===== src/rtl/vga_timing_gen.sv =====
// Parametrised VGA timing generator: pixel-clock divider, h/v counters and registered sync/blank decode.
// Optional frame counter is built when VGA_TIMING_FRAME_CNT_EN is defined; otherwise frame_cnt is tied to 0.
module vga_timing_gen #(
    parameter int H_ACTIVE = 640,
    parameter int H_FP     = 16,
    parameter int H_SYNC   = 96,
    parameter int H_BP     = 48,
    parameter int V_ACTIVE = 480,
    parameter int V_FP     = 10,
    parameter int V_SYNC   = 2,
    parameter int V_BP     = 33,
    parameter int HS_POL   = 0,
    parameter int VS_POL   = 0,
    parameter int PIX_DIV  = 1,
    parameter int X_W      = 10,
    parameter int Y_W      = 10,
    parameter int FRAME_W  = 8
) (
    input  logic               clock,
    input  logic               rst_n,
    output logic               pix_en,
    output logic               hs,
    output logic               vs,
    output logic               active,
    output logic               hblank,
    output logic               vblank,
    output logic [X_W-1:0]     x,
    output logic [Y_W-1:0]     y,
    output logic               line_start,
    output logic               frame_start,
    output logic [FRAME_W-1:0] frame_cnt
);

    localparam int H_TOTAL = H_ACTIVE + H_FP + H_SYNC + H_BP;
    localparam int V_TOTAL = V_ACTIVE + V_FP + V_SYNC + V_BP;
    localparam int DIV_W   = (PIX_DIV > 1) ? $clog2(PIX_DIV) : 1;

    localparam logic [DIV_W-1:0] DIV_LAST = DIV_W'(PIX_DIV - 1);
    localparam logic [X_W-1:0]   H_LAST   = X_W'(H_TOTAL - 1);
    localparam logic [X_W-1:0]   H_ACT    = X_W'(H_ACTIVE);
    localparam logic [X_W-1:0]   HS_START = X_W'(H_ACTIVE + H_FP);
    localparam logic [X_W-1:0]   HS_END   = X_W'(H_ACTIVE + H_FP + H_SYNC);
    localparam logic [Y_W-1:0]   V_LAST   = Y_W'(V_TOTAL - 1);
    localparam logic [Y_W-1:0]   V_ACT    = Y_W'(V_ACTIVE);
    localparam logic [Y_W-1:0]   VS_START = Y_W'(V_ACTIVE + V_FP);
    localparam logic [Y_W-1:0]   VS_END   = Y_W'(V_ACTIVE + V_FP + V_SYNC);
    localparam logic             HS_ON    = (HS_POL != 0);
    localparam logic             VS_ON    = (VS_POL != 0);

    // Back porches must be non-empty so the reset position decodes as blanking.
    if (H_BP == 0 || V_BP == 0 || H_SYNC == 0 || V_SYNC == 0 || PIX_DIV == 0) begin : g_bad_segment
        $error("vga_timing_gen: H_BP, V_BP, H_SYNC, V_SYNC and PIX_DIV must all be non-zero");
    end
    if (longint'(H_TOTAL) > (64'd1 << X_W) || longint'(V_TOTAL) > (64'd1 << Y_W)) begin : g_bad_width
        $error("vga_timing_gen: counter width too small for H_TOTAL/V_TOTAL");
    end

    logic [DIV_W-1:0] r_div;
    logic [X_W-1:0]   r_hcount;
    logic [Y_W-1:0]   r_vcount;
    logic             r_pix_en;
    logic             r_hs;
    logic             r_vs;
    logic             r_active;
    logic             r_hblank;
    logic             r_vblank;
    logic [X_W-1:0]   r_x;
    logic [Y_W-1:0]   r_y;
    logic             r_line_start;
    logic             r_frame_start;

    logic             w_tick;
    logic             w_h_wrap;
    logic [X_W-1:0]   w_h_next;
    logic [Y_W-1:0]   w_v_next;
    logic             w_h_act;
    logic             w_v_act;
    logic             w_hs_on;
    logic             w_vs_on;
    logic             w_line_start;
    logic             w_frame_start;

    // Decode operates on the position the counters are about to take, so outputs share the counter edge.
    always_comb begin
        w_tick        = (r_div == DIV_LAST);
        w_h_wrap      = (r_hcount == H_LAST);
        w_h_next      = w_h_wrap ? '0 : r_hcount + 1'b1;
        w_v_next      = r_vcount;
        if (w_h_wrap) begin
            w_v_next  = (r_vcount == V_LAST) ? '0 : r_vcount + 1'b1;
        end
        w_h_act       = (w_h_next < H_ACT);
        w_v_act       = (w_v_next < V_ACT);
        w_hs_on       = (w_h_next >= HS_START) && (w_h_next < HS_END);
        w_vs_on       = (w_v_next >= VS_START) && (w_v_next < VS_END);
        w_line_start  = w_tick && (w_h_next == '0);
        w_frame_start = w_line_start && (w_v_next == '0);
    end

    always_ff @(posedge clock or negedge rst_n) begin
        if (!rst_n) begin
            r_div         <= '0;
            r_hcount      <= H_LAST;
            r_vcount      <= V_LAST;
            r_pix_en      <= 1'b0;
            r_hs          <= ~HS_ON;
            r_vs          <= ~VS_ON;
            r_active      <= 1'b0;
            r_hblank      <= 1'b1;
            r_vblank      <= 1'b1;
            r_x           <= '0;
            r_y           <= '0;
            r_line_start  <= 1'b0;
            r_frame_start <= 1'b0;
        end else begin
            r_div         <= w_tick ? '0 : r_div + 1'b1;
            r_pix_en      <= w_tick;
            r_line_start  <= w_line_start;
            r_frame_start <= w_frame_start;
            if (w_tick) begin
                r_hcount  <= w_h_next;
                r_vcount  <= w_v_next;
                r_hs      <= w_hs_on ? HS_ON : ~HS_ON;
                r_vs      <= w_vs_on ? VS_ON : ~VS_ON;
                r_active  <= w_h_act && w_v_act;
                r_hblank  <= !w_h_act;
                r_vblank  <= !w_v_act;
                r_x       <= (w_h_act && w_v_act) ? w_h_next : '0;
                r_y       <= (w_h_act && w_v_act) ? w_v_next : '0;
            end
        end
    end

`ifdef VGA_TIMING_FRAME_CNT_EN
    logic [FRAME_W-1:0] r_frame_cnt;

    always_ff @(posedge clock or negedge rst_n) begin
        if (!rst_n) begin
            r_frame_cnt <= '0;
        end else if (w_frame_start) begin
            r_frame_cnt <= r_frame_cnt + 1'b1;
        end
    end

    assign frame_cnt = r_frame_cnt;
`else
    assign frame_cnt = '0;
`endif

    assign pix_en      = r_pix_en;
    assign hs          = r_hs;
    assign vs          = r_vs;
    assign active      = r_active;
    assign hblank      = r_hblank;
    assign vblank      = r_vblank;
    assign x           = r_x;
    assign y           = r_y;
    assign line_start  = r_line_start;
    assign frame_start = r_frame_start;

endmodule

===== config.mk =====
export PLATFORM = sky130hd
export DESIGN_NAME = vga_timing_gen
export DESIGN_NICKNAME = d
export VERILOG_FILES = /design/src/rtl/vga_timing_gen.sv
export SDC_FILE = /design/constraint.sdc
export NUM_CORES = 1
export LEC_CHECK = 0
export ABC_CLOCK_PERIOD_IN_PS = 2400
export BUFFER_PORTS_ARGS = -buffer_cell sky130_fd_sc_hd__clkbuf_2
export CORE_UTILIZATION = 30
export CTS_BUF_LIST = sky130_fd_sc_hd__clkbuf_16
export CTS_CLUSTER_SIZE = 12
export DETAILED_ROUTE_END_ITERATION = 8
export HOLD_SLACK_MARGIN = 0.15
export MAX_ROUTING_LAYER = met4
export PLACE_DENSITY = 0.47
export SYNTH_ARGS = -nofsm -noshare
export SYNTH_HDL_FRONTEND = slang
export SYNTH_SLANG_ARGS = --single-unit

===== constraint.sdc =====
create_clock -name clock -period 2.4 [get_ports clock]
set_input_delay 0.36 -clock clock [delete_from_list [all_inputs] [get_ports clock]]
set_output_delay 0.36 -clock clock [all_outputs]
set_load 0.02 [all_outputs]

# Word level (Yosys, flattened, before mapping)
# Cells that the tools add are included.
classes:
  mux: 8
  div: 0
  n_reduce_logical: 9
  bitwise: 1
  mul: 0
  n_shift: 0
  n_addsub: 3
  eq_ne: 2
  order_cmp: 6
op_table:
  columns: ["op", "n"]
  rows:
  - ["$mux 10", 5]
  - ["$add 10x1->10 const B", 2]
  - ["$eq 10x10->1 const B", 2]
  - ["$logic_not 10->1", 2]
  - ["$lt 10x10->1 const B", 2]
  - ["$lt 10x9->1 const B", 2]
  - ["$ge 10x10->1 const B", 1]
  - ["$ge 10x9->1 const B", 1]
  - ["$logic_and 1x1->1", 5]
  - ["$mux 1", 3]
  - ["$logic_not 1->1", 2]
  - ["$add 1x1->1 const B", 1]
  - ["$not 1->1", 1]
word_totals:
  rom_bits: 0
  regBits: 49
  output_inout_bits: 36
  ram_bits: 0
  memories: 0
  latchBits: 0
  word_cells: 42

# Depth between registers and ports, before layout
logic_depth:
  depth_word: 6
  ltp_mapped: 10

# Worst setup path after synthesis
# OpenSTA, ideal clock, no wires.
synth_timing:
  path_type: "flip-flop to flip-flop"
  start: "reg r_hcount[0]"
  end: "reg r_x[5] (netlist: x[5])"
  setup_time_ps: 134
  required_ps: 2266
  path_slack_ps: -149
  path_buffers: 2
  stages_incl_launch_ff: 10
  period_less_slack_ps: 2549
  t_arrival_ps: 2415
  path_cell_list: "dfstp_2 -> ha_1 -> and4_1 -> nand3_1 -> or3_1 -> a222oi_1 -> or3_1 -> buf_2 -> buf_6 -> nor3_2"
synth_via:
  elab_chain_cells: 5
  elab_cells_between_ends: 8
  classes_between: "add/sub (1); order compare (2); eq/ne (1); mux (3); reduce/logical (1)"
synth_rtl:
  columns: ["item", "line_no", "source"]
  rows:
  - ["start, declared", "59", "logic [X_W-1:0] r_hcount;"]
  - ["start signal, assigned", "121", "r_hcount <= w_h_next;"]
  - ["$add 10x1->10 or $eq 10x10->1 (tied branches)", "87, 86", null]
  - ["$mux 10, on equally long branches", "87, 89", null]
  - ["$lt 10x10->1 or $lt 10x9->1 (tied branches)", "92, 93", null]
  - ["$logic_and 1x1->1", "128", "r_x <= (w_h_act && w_v_act) ? w_h_next : '0;"]
  - ["$mux 10 (*)", "128", null]
  - ["end signal, assigned", "128", null]
  - ["end, declared", "67", "logic [X_W-1:0] r_x;"]
# Every way passes the cells marked *; elsewhere a longest branch is shown, timed or not.
# A chain may end at the register's enable or synchronous reset.

# Worst setup path in the final report
# Ends and elaborated chain as after synthesis.

==> flow_summary.ini <==
[sta]
period_needed_ns = 2.46
rsz0062_at_grt = yes
slew_headroom = 0.600
hold_violations = 0
slew_violations = 0
fin_hold_ws_ns = 0.168
setup_slack_ns = -0.0596
fmax_mhz = 407
skew_ns = 0.00979
setup-violations-final = 18
tightest_slew_ns = 0.600
fin_crit_sh = 1.02

[floorplanning]
fp.dieW_microns = 90.3
ios = 38
rows = 31
core_area_sq_um = 7410
die_y_microns = 90.3
initial_core_util = 0.316
die_area_sq_um = 8160

[worst_setup_path]
r2r-end = x[5]
slowest_stage = dfstp_2
path_max_fanout = 7
cp-start-kind = register
cp_cell_sequence = ha_4 -> and4_4 -> nand3_4 -> or3_4 -> a222oi_1 -> buf_4 -> or3_4 -> clkbuf_16 -> nor3_4
timing.critical_path.required_ns = 2.57
critPathKind = register to register
cp.depth = 9
crit_path_frequent_cell = or3_4
endpoint = x[5]
path_buf_inv = 2
r2r_slack_ns = -0.06
cp.arrival_ns = 2.63
critPathLaunch = r_hcount[0]
slowest_delay_ns = 0.56
r2r-start = r_hcount[0]
end_kind = register
critical-path-top-delay-family = simple AND/OR/NAND/NOR gates
reg2reg_depth = 9

[synthesis]
syn_area_sq_um = 2340
ys_ff_latch = 48
synth_cell_types = 49
syn_area_per_cell_sq_um = 10.5
netlist_instances = 223
ys_warn_count = 0
yosysSeqAreaShare = 0.521

[route]
vias_per_cell = 4.69
drt_wl_total_microns = 5680
ant_nets = 0
drtIter0Drc = 70
first_pass_iters = 4
drc = 0
num_vias = 1847
avgRoutedWirePerCell_microns = 14.4

[pwr]
seq_power_share = 0.498
pwr-share-clk = 0.482
p_comb_frac = 0.020
p_leak_nw = 1.48
switching_share = 0.200
ir_drop_uv = 259
p_sw_mw = 0.327
power.density_nw_per_um2 = 514
p_int_mw = 1.30

[cells_and_area]
final_cells = 394
final_nets = 299
final_layout_size_suffix_gt1_frac = 0.424
post-route-util = 0.428
filler_cell_count = 717
design_area_sq_um = 3170
most-common-layout-cells = buf_4 (38), dfrtp_1 (33), clkbuf_2 (29)
final_common_cell = buf_4
area_growth_syn_to_layout_pct = 35.4
n_antenna_cell = 0

[clock_network]
clk_pin_slew_ns = 0.07
cts_tree = yes
root_buffer = clkbuf_16
cts_buffers = 5
clock-sinks = 48
clk_latency_ns = 0.29
hold_buffers = 0
h-tree-depth = 2
max-clock-path-buffers = 2

[placement]
dp_hpwl_microns = 3760
place.gp.congestion = 0.835
pre_cts_slack_ns = -0.00715
placed_area_sq_um = 2820
port_buffers = 29
placedCellCount = 377

[grt]
grtUsageTotal = 0.145
grt_pass1_vias = 1775
grt.overflow.total = 0
grt_max_degree = 49
grt_first_pass_wirelength_microns = 8980
antenna_found_initial = 0

[outcome]
status = complete, but fails checks
violations = setup timing

[job]
cap_violations = 0

[min_path]
hp-class = primary input to async pin
==> cells in the mapped netlist, drive strengths merged <==
master,n,area (sq um)
a211oi,1,7.51
a21o,4,30.0
a21oi,3,15.0
a222oi,1,10.0
a2bb2oi,1,8.76
a31oi,2,12.5
a41o,2,20.0
and2,6,37.5
and3,4,25.0
and4,4,35.0
buf,12,92.6
clkbuf,3,11.3
conb,2,7.51
dfrtp,34,851
dfstp,14,368
ha,3,37.5
inv,13,48.8
mux2,3,33.8
mux2i,1,10.0
nand2,16,60.1
nand2b,1,6.26
nand3,8,40.0
nand3b,2,15.0
nand4,5,31.3
nor2,14,52.6
nor2b,14,87.6
nor3,7,56.3
nor3b,1,7.51
nor4,2,27.5
nor4b,2,23.8
o2111ai,3,26.3
o21ai,13,65.1
o21bai,1,7.51
o221ai,1,8.76
o2bb2ai,1,8.76
or2,3,18.8
or3,5,36.3
or4,1,7.51
or4b,1,13.8
xnor2,5,43.8
xor2,4,35.0
==> power groups by stage <==
stage,Combinational [mW],Clock (mW),Sequential [mW]
3_5_place_dp,0.0340,0,0.826
6_report,0.0320,0.786,0.812
4_1_cts,0.0338,0.820,0.812
5_1_grt,0.0369,0.850,0.812
2_1_floorplan,0.0211,0,0.829
3_3_place_gp,0.0338,0,0.826
==> stage by stage <==
step	power, mW	TNS (ns)
floorplan	0.850	0
finish	1.63	-0.705
CTS	1.67	0
detailed placement	0.860	-0.0437
global placement	0.860	0
global route	1.70	-2.60
==> logic make-up (layout without fill, tap and decap cells) <==
| family | count (synthesis) | after routing | share of synthesized area |
|---|---|---|---|
| XOR/XNOR | 9 | 9 | 0.0337 |
| AND/OR/NAND/NOR | 96 | 96 | 0.249 |
| buffers and inverters | 28 | 92 | 0.0652 |
| AO/OA/AOI/OAI | 33 | 33 | 0.0941 |
| multiplexers | 4 | 4 | 0.0187 |
| adder cells (fa/ha/maj) | 3 | 3 | 0.0160 |
| flip-flops | 48 | 48 | 0.521 |
| other | 2 | 10 | 0.00321 |
==> per-layer routing <==
layer | track usage | share of wire
met5 | - | 0
met4 | 0.0363 | 0.011
met3 | 0.0311 | 0.036
met2 | 0.212 | 0.45
met1 | 0.205 | 0.51
==> cell type report <==
type,instances,area [sq um],share of cell area
tap,99,124,0.0391
multi-input combinational,155,1110,0.351
clock inverter,3,42.5,0.0134
sequential,48,1220,0.385
clock buffer,5,125,0.0395
timing repair buffer,71,498,0.157
inverter,13,48.8,0.0154
==> state kept, by name, summed over array words and instances, names as in the netlist <==
name / flops
r_hcount: 10
r_vcount: 10
x: 10
y: 10
active: 1
frame_start: 1
hblank: 1
hs: 1
line_start: 1
pix_en: 1
vblank: 1
vs: 1
==> worst min-delay path by stage <==
stage               cells past startpoint   from      to  slack, ns
floorplan                               0  rst_n  active       0.06
global placement                        2  rst_n    y[9]       0.50
detailed placement                      2  rst_n    y[9]       0.51
CTS                                     2  rst_n    x[0]       0.20
global route                            2  rst_n    x[4]       0.22
finish                                  2  rst_n    x[0]       0.17
==> worst reg2reg max path: stages (launching register included) <==
cell and delay, ns:
dfstp_2 0.56, ha_4 0.15, and4_4 0.23, nand3_4 0.12, or3_4 0.35, a222oi_1 0.38, buf_4 0.19, or3_4 0.17
clkbuf_16 0.17, nor3_4 0.04
==> repair_timing <==
| action | 4_1_cts | 5_1_grt |
|---|---|---|
| pin swaps | 2 | 5 |
| buffers inserted | 2 | 6 |
| endpoints found under the setup margin | 18 | 22 |
| gates cloned | 0 | 2 |
| gates resized for setup | 0 | 20 |
(Power assumes the default switching activity.)
